$ cat src/rtl/mode_display_mux.sv
// mode_display_mux
//   Fixed-priority mode arbiter with sticky per-mode start flags, feeding a
//   time-multiplexed common-anode seven-segment scanner with per-mode blink.
//
// Ports
//   clk        system clock
//   reset      synchronous, active-low reset
//   mode_req   [NUM_MODES]          level mode switches, index 0 highest priority
//   run_req    [NUM_MODES]          start request, honoured only for the active mode
//   blink_req  [NUM_MODES]          blink the display while that mode is active
//   bcd_in     [NUM_MODES*DIGITS*4] mode i digit d at [(i*DIGITS+d)*4 +: 4], digit 0 rightmost
//   home_bcd   [DIGITS*4]           digits shown when no mode is requested
//   active     [NUM_MODES]          registered one-hot selected mode, zero in idle
//   start      [NUM_MODES]          sticky per-mode start flags
//   seg        [7]                  active-low segments, seg[0]=a .. seg[6]=g
//   AN         [DIGITS]             active-low digit enables
module mode_display_mux #(
    parameter int                   NUM_MODES      = 4,
    parameter int                   DIGITS         = 4,
    parameter int                   SCAN_DIV       = 100000,
    parameter int                   BLINK_DIV      = 25000000,
    parameter logic [NUM_MODES-1:0] AUTO_START     = NUM_MODES'(4'b0011),
    parameter bit                   CLEAR_ON_LEAVE = 1'b0
) (
    input  logic                          clk,
    input  logic                          reset,
    input  logic [NUM_MODES-1:0]          mode_req,
    input  logic [NUM_MODES-1:0]          run_req,
    input  logic [NUM_MODES-1:0]          blink_req,
    input  logic [NUM_MODES*DIGITS*4-1:0] bcd_in,
    input  logic [DIGITS*4-1:0]           home_bcd,
    output logic [NUM_MODES-1:0]          active,
    output logic [NUM_MODES-1:0]          start,
    output logic [6:0]                    seg,
    output logic [DIGITS-1:0]             AN
);

    localparam int SCAN_W  = (SCAN_DIV  > 1) ? $clog2(SCAN_DIV)  : 1;
    localparam int BLINK_W = (BLINK_DIV > 1) ? $clog2(BLINK_DIV) : 1;
    localparam int DIG_W   = (DIGITS    > 1) ? $clog2(DIGITS)    : 1;

    localparam logic [SCAN_W-1:0]  SCAN_LAST  = SCAN_W'(SCAN_DIV - 1);
    localparam logic [BLINK_W-1:0] BLINK_LAST = BLINK_W'(BLINK_DIV - 1);
    localparam logic [DIG_W-1:0]   DIG_LAST   = DIG_W'(DIGITS - 1);

    logic [NUM_MODES-1:0] active_nxt;
    logic [NUM_MODES-1:0] start_nxt;
    logic                 idle;
    logic                 mode_chg;

    logic [SCAN_W-1:0]    presc;
    logic [DIG_W-1:0]     digit;
    logic [BLINK_W-1:0]   blink_cnt;
    logic                 phase_on;

    logic [3:0]           nib;
    logic [6:0]           seg_dec;
    logic [DIGITS-1:0]    an_dec;
    logic                 blank;

    // ------------------------------------------------------------------
    // Arbitration: isolate the lowest set request bit (x & -x).
    // ------------------------------------------------------------------
    assign idle       = ~|mode_req;
    assign active_nxt = mode_req & (~mode_req + NUM_MODES'(1));
    // The scan position and blink phase restart on the same edge that
    // loads a different selection, so the new source opens on digit 0.
    assign mode_chg   = (active_nxt != active);

    // ------------------------------------------------------------------
    // Sticky start flags; any clear condition overrides a set.
    // ------------------------------------------------------------------
    for (genvar i = 0; i < NUM_MODES; i++) begin : g_start
        logic set_i, leave_i;
        assign set_i   = active[i] & (AUTO_START[i] | run_req[i]);
        assign leave_i = CLEAR_ON_LEAVE & active[i] & ~active_nxt[i];
        assign start_nxt[i] = (idle | leave_i) ? 1'b0 : (start[i] | set_i);
    end

    // ------------------------------------------------------------------
    // Digit source: active mode's nibble, or home digits in idle.
    // ------------------------------------------------------------------
    always_comb begin
        nib = 4'h0;
        for (int d = 0; d < DIGITS; d++) begin
            if (digit == DIG_W'(d)) begin
                if (idle_sel()) nib = home_bcd[d*4 +: 4];
                for (int m = 0; m < NUM_MODES; m++)
                    if (active[m]) nib = bcd_in[(m*DIGITS + d)*4 +: 4];
            end
        end
    end

    function automatic logic idle_sel();
        return ~|active;
    endfunction

    function automatic logic [6:0] seg_pat(input logic [3:0] n);
        case (n)
            4'd0:    return 7'b1000000;
            4'd1:    return 7'b1111001;
            4'd2:    return 7'b0100100;
            4'd3:    return 7'b0110000;
            4'd4:    return 7'b0011001;
            4'd5:    return 7'b0010010;
            4'd6:    return 7'b0000010;
            4'd7:    return 7'b1111000;
            4'd8:    return 7'b0000000;
            4'd9:    return 7'b0010000;
            default: return 7'h7F;
        endcase
    endfunction

    assign seg_dec = seg_pat(nib);
    assign an_dec  = ~(DIGITS'(1) << digit);
    // In idle active is zero, so blink_req drops out naturally.
    assign blank   = (|(blink_req & active)) & ~phase_on;

    // ------------------------------------------------------------------
    // Registers
    // ------------------------------------------------------------------
    always_ff @(posedge clk) begin
        if (!reset) begin
            active    <= '0;
            start     <= '0;
            presc     <= '0;
            digit     <= '0;
            blink_cnt <= '0;
            phase_on  <= 1'b1;
            seg       <= 7'h7F;
            AN        <= '1;
        end else begin
            active <= active_nxt;
            start  <= start_nxt;

            if (blank) begin
                seg <= 7'h7F;
                AN  <= '1;
            end else begin
                seg <= seg_dec;
                AN  <= an_dec;
            end

            if (mode_chg) begin
                presc     <= '0;
                digit     <= '0;
                blink_cnt <= '0;
                phase_on  <= 1'b1;
            end else begin
                if (presc == SCAN_LAST) begin
                    presc <= '0;
                    digit <= (digit == DIG_LAST) ? '0 : digit + DIG_W'(1);
                end else begin
                    presc <= presc + SCAN_W'(1);
                end

                if (blink_cnt == BLINK_LAST) begin
                    blink_cnt <= '0;
                    phase_on  <= ~phase_on;
                end else begin
                    blink_cnt <= blink_cnt + BLINK_W'(1);
                end
            end
        end
    end

endmodule

$ cat config.mk
export PLATFORM = sky130hd
export DESIGN_NAME = mode_display_mux
export DESIGN_NICKNAME = d
export VERILOG_FILES = /design/src/rtl/mode_display_mux.sv
export SDC_FILE = /design/constraint.sdc
export NUM_CORES = 1
export LEC_CHECK = 0
export ABC_AREA = 1
export ABC_CLOCK_PERIOD_IN_PS = 5400
export CAP_MARGIN = 10
export CORE_UTILIZATION = 52
export CTS_CLUSTER_DIAMETER = 120
export DETAILED_ROUTE_END_ITERATION = 8
export PLACE_DENSITY = 0.89
export SETUP_SLACK_MARGIN = 0.1
export SKIP_CTS_REPAIR_TIMING = 1
export SLEW_MARGIN = 20
export SYNTH_ARGS = -nofsm -noshare
export SYNTH_HDL_FRONTEND = slang
export SYNTH_SLANG_ARGS = --single-unit
$ cat constraint.sdc
create_clock -name clk -period 5.4 [get_ports clk]
set_clock_uncertainty 0.1 [all_clocks]
set_input_delay 1.35 -clock clk [delete_from_list [all_inputs] [get_ports clk]]
set_output_delay 1.35 -clock clk [all_outputs]
set_load 0.005 [all_outputs]
==> summary.md <==
| Metric | Value |
|---|---|
| Min-delay worst type | `reg -> reg` |
| Critical Path AT | `4.22 ns` |
| RePlAce Congestion | `0.904` |
| Vias/cell | `5.15` |
| H-tree depth | `3` |
| Post-synthesis sequential area ratio | `0.324` |
| Commonest non-fill, non-tap cell in the layout | `nand2_1` |
| Synth Area in Adders | `0.0285` |
| VDD IR max | `0.202 mV` |
| Initial antenna violation count | `0` |
| Largest net degree at the start of global routing | `37` |
| Crit path max-delay cell type | `clkdlybuf4s50_1` |
| Compound-Gate Fraction of Synth Area | `0.0835` |
| Number of synthesized register bits | `64` |
| Unrepaired setup endpoints after global routing | `no` |
| Critical Path Most Common Cell | `nand2_1` |
| Vias in the first global route | `4016` |
| Post-Layout Cell Count | `843` |
| Area Growth Syn to Fin | `33.7%` |
| Drt first pass iters | `5` |
| Fmax | `249 MHz` |
| Post-synth EDFFs | `0` |
| Die area | `0.00796 mm2` |
| Routed length per instance | `13.0 um` |
| Cell leakage power | `2.21 nW` |
| Fill cell count | `608` |
| DRC | `0` |
| Initial DRC Count | `204` |
| Mapped Area | `0.00396 mm2` |
| Crit path kind | `in -> reg` |
| Mux share of post-synthesis cell area | `0` |
| Buf+Inv Stages, Crit Path | `2` |
| Global-route wire length before repair | `17.2 mm` |
| Initial core utilization | `0.542` |
| Die H | `89.2 um` |
| Total core area | `0.00729 mm2` |
| # rows | `31` |
| Tmin final | `4.02 ns` |
| Post-route clock period utilization | `0.745` |
| Die Wd | `89.2 um` |
| Worst-Skew Late Latency | `0.35 ns` |
| Top_reg_cell synth | `dfxtp_1` |
| Post-Synth Simple-Gate Area | `0.442` |
| Ports | `113` |
| CP endpoint kind | `flip-flop` |
| N_diodes | `0` |
| Commonest non-fill, non-tap cells in the layout | `nand2_1, nor2_1, clkdlybuf4s50_1` |
| Setup TNS | `0 ns` |
| Crit-path max FO | `4` |
| Total CTS buffers | `9` |
| WP data required | `5.60 ns` |
| Syn Nets | `738` |
| Via count | `4343` |
| Total wire length | `10.9 mm` |
| Share of layout cells above drive strength 1 | `0.0645` |
| Post-DP HPWL | `7.98 mm` |
| Global route overflow | `0` |
| Yosys warns | `0` |
| Pwr dens | `217 mW/mm2` |
| Max Cap Violations | `0` |
| Placed cell count | `828` |
| Clk sinks | `64` |
| Syn_area_per_cell | `6.23 um2` |
| Synth Instances | `635` |
| Post-synth top area share | `0.324` |
| Final ANT Viol Nets | `0` |
| CTS tree | `built` |
| Final Hold Fails | `0` |
| Max Root-Sink Buffers | `2` |
| Worst Tran Pin Value | `0.858 ns` |
| Synth area leaders | `dfxtp_1, nand2_1, nor2_1` |
| CP peak stage delay | `0.45 ns` |
| Total power | `1.15 mW` |
| Nets | `843` |
| Final setup violating endpoints | `0` |
| Port Buffers | `110` |
| CP startpoint kind | `input pin` |
| Crit path max-delay family | `simple AND/OR/NAND/NOR gates` |
| Share of flip-flops with an asynchronous set or reset | `0` |
| Status | `complete, no violations` |
| Slew headroom | `0.427` |
| Clock Pin Slew Worst Setup and Hold Paths | `0.07 ns` |
| Yosys cell types | `42` |
| Total track usage | `0.279` |
| Hold Slack | `0.353 ns` |
| Area leader, netlist | `dfxtp_1` |
| Synth Area in XOR/XNOR | `0.0244` |
| Root Buffer | `clkbuf_8` |
| Main combinational cell family by area after synthesis | `simple AND/OR/NAND/NOR gates` |
| Max Slew Vio Count | `0` |
==> cell usage after synthesis (3+ instances only) <==
cell,count
nor2_2,3
dfxtp_1,64
buf_6,4
nand2_1,164
xor2_1,8
nand3_1,56
buf_2,6
nor3_1,25
inv_2,6
ha_1,9
a21oi_1,36
clkbuf_1,4
nor2_1,124
xnor2_1,3
nor3b_1,5
inv_1,64
nand4_1,4
or2_2,9
nor4_1,3
nand2_2,3
o21ai_0,8
==> registers in the layout (all words and copies together), names as in the netlist <==
register / count
seg: 7
phase_on: 1
presc: 17
AN: 4
active: 4
digit: 2
blink_cnt: 25
start: 4
==> metal layers <==
layer	global-route usage	up-vias	wire, um
met1	0.299	1921	4370
met4	0.121	0	346
met5	0	-	0
met2	0.508	173	5210
met3	0.0831	33	1010
li1	-	2216	-
==> through the flow <==
| step | setup slack [ns] | area [um2] | utilization |
|---|---|---|---|
| floorplan | 1.96 | 3960 | - |
| global placement | 1.12 | 5080 | 0.697 |
| detailed placement | 1.07 | 5080 | 0.697 |
| CTS | 1.42 | 5290 | 0.725 |
| global route | 0.963 | 5290 | 0.725 |
| finish | 1.38 | 5290 | 0.725 |
==> layout make-up <==
cell class	instances	area [um2]	share of cell area
Clock buffer	12	165	0.0312
Clock inverter	3	40.0	0.00757
Inverter	72	275	0.0521
Multi-Input combinational cell	481	2290	0.432
Sequential cell	64	1280	0.242
Tap cell	99	124	0.0234
Timing Repair Buffer	112	1120	0.211
==> where the power goes <==
part	internal, mW	leakage [nW]	switching, mW
combinational	0.122	1.59	0.108
clock	0.247	0.108	0.176
sequential	0.484	0.519	0.00832
total	0.853	2.21	0.293
==> path summary, 6_finish.rpt <==
kind,start,endpoint,slack [ns],cells past startpoint
setup reg to reg,active[0]$_SDFF_PN0_,seg[1]$_SDFF_PP1_,1.64,27
hold reg to reg,presc[0]$_SDFF_PP0_,presc[0]$_SDFF_PP0_,0.35,1
setup / recovery,bcd_in[0],seg[1]$_SDFF_PP1_,1.38,29
hold / removal,presc[0]$_SDFF_PP0_,presc[0]$_SDFF_PP0_,0.35,1
==> worst reg2reg max path: stages (launching register included) <==
cell and delay [ns]:
dfxtp_1 0.88, nor2_2 0.16, nand2_2 0.34, inv_2 0.12
nand2_1 0.08, nand2_1 0.05, nand2_1 0.05, nand3_1 0.07
nand2_1 0.08, nand2_1 0.05, nand2_1 0.07, nand3_1 0.07
nand3_1 0.10, nand3_1 0.10, nand2_1 0.09, nand2_1 0.05
nand2_1 0.08, nand3_1 0.08, nand3_1 0.09, nand3_1 0.09
nand2_1 0.09, nand2_1 0.05, nand2_1 0.05, nand2_1 0.12
inv_2 0.11, ha_1 0.25, or2_0 0.22, nand2_1 0.06
==> logic make-up (layout without fill, tap and decap cells) <==
group | count (synthesis) | in the layout
simple gates | 405 | 405
buf+inv | 90 | 199
flops | 64 | 64
compound gates | 56 | 56
xor+xnor | 11 | 11
fa+ha+maj | 9 | 9
No activity file was read; power rests on OpenSTA's default activity.
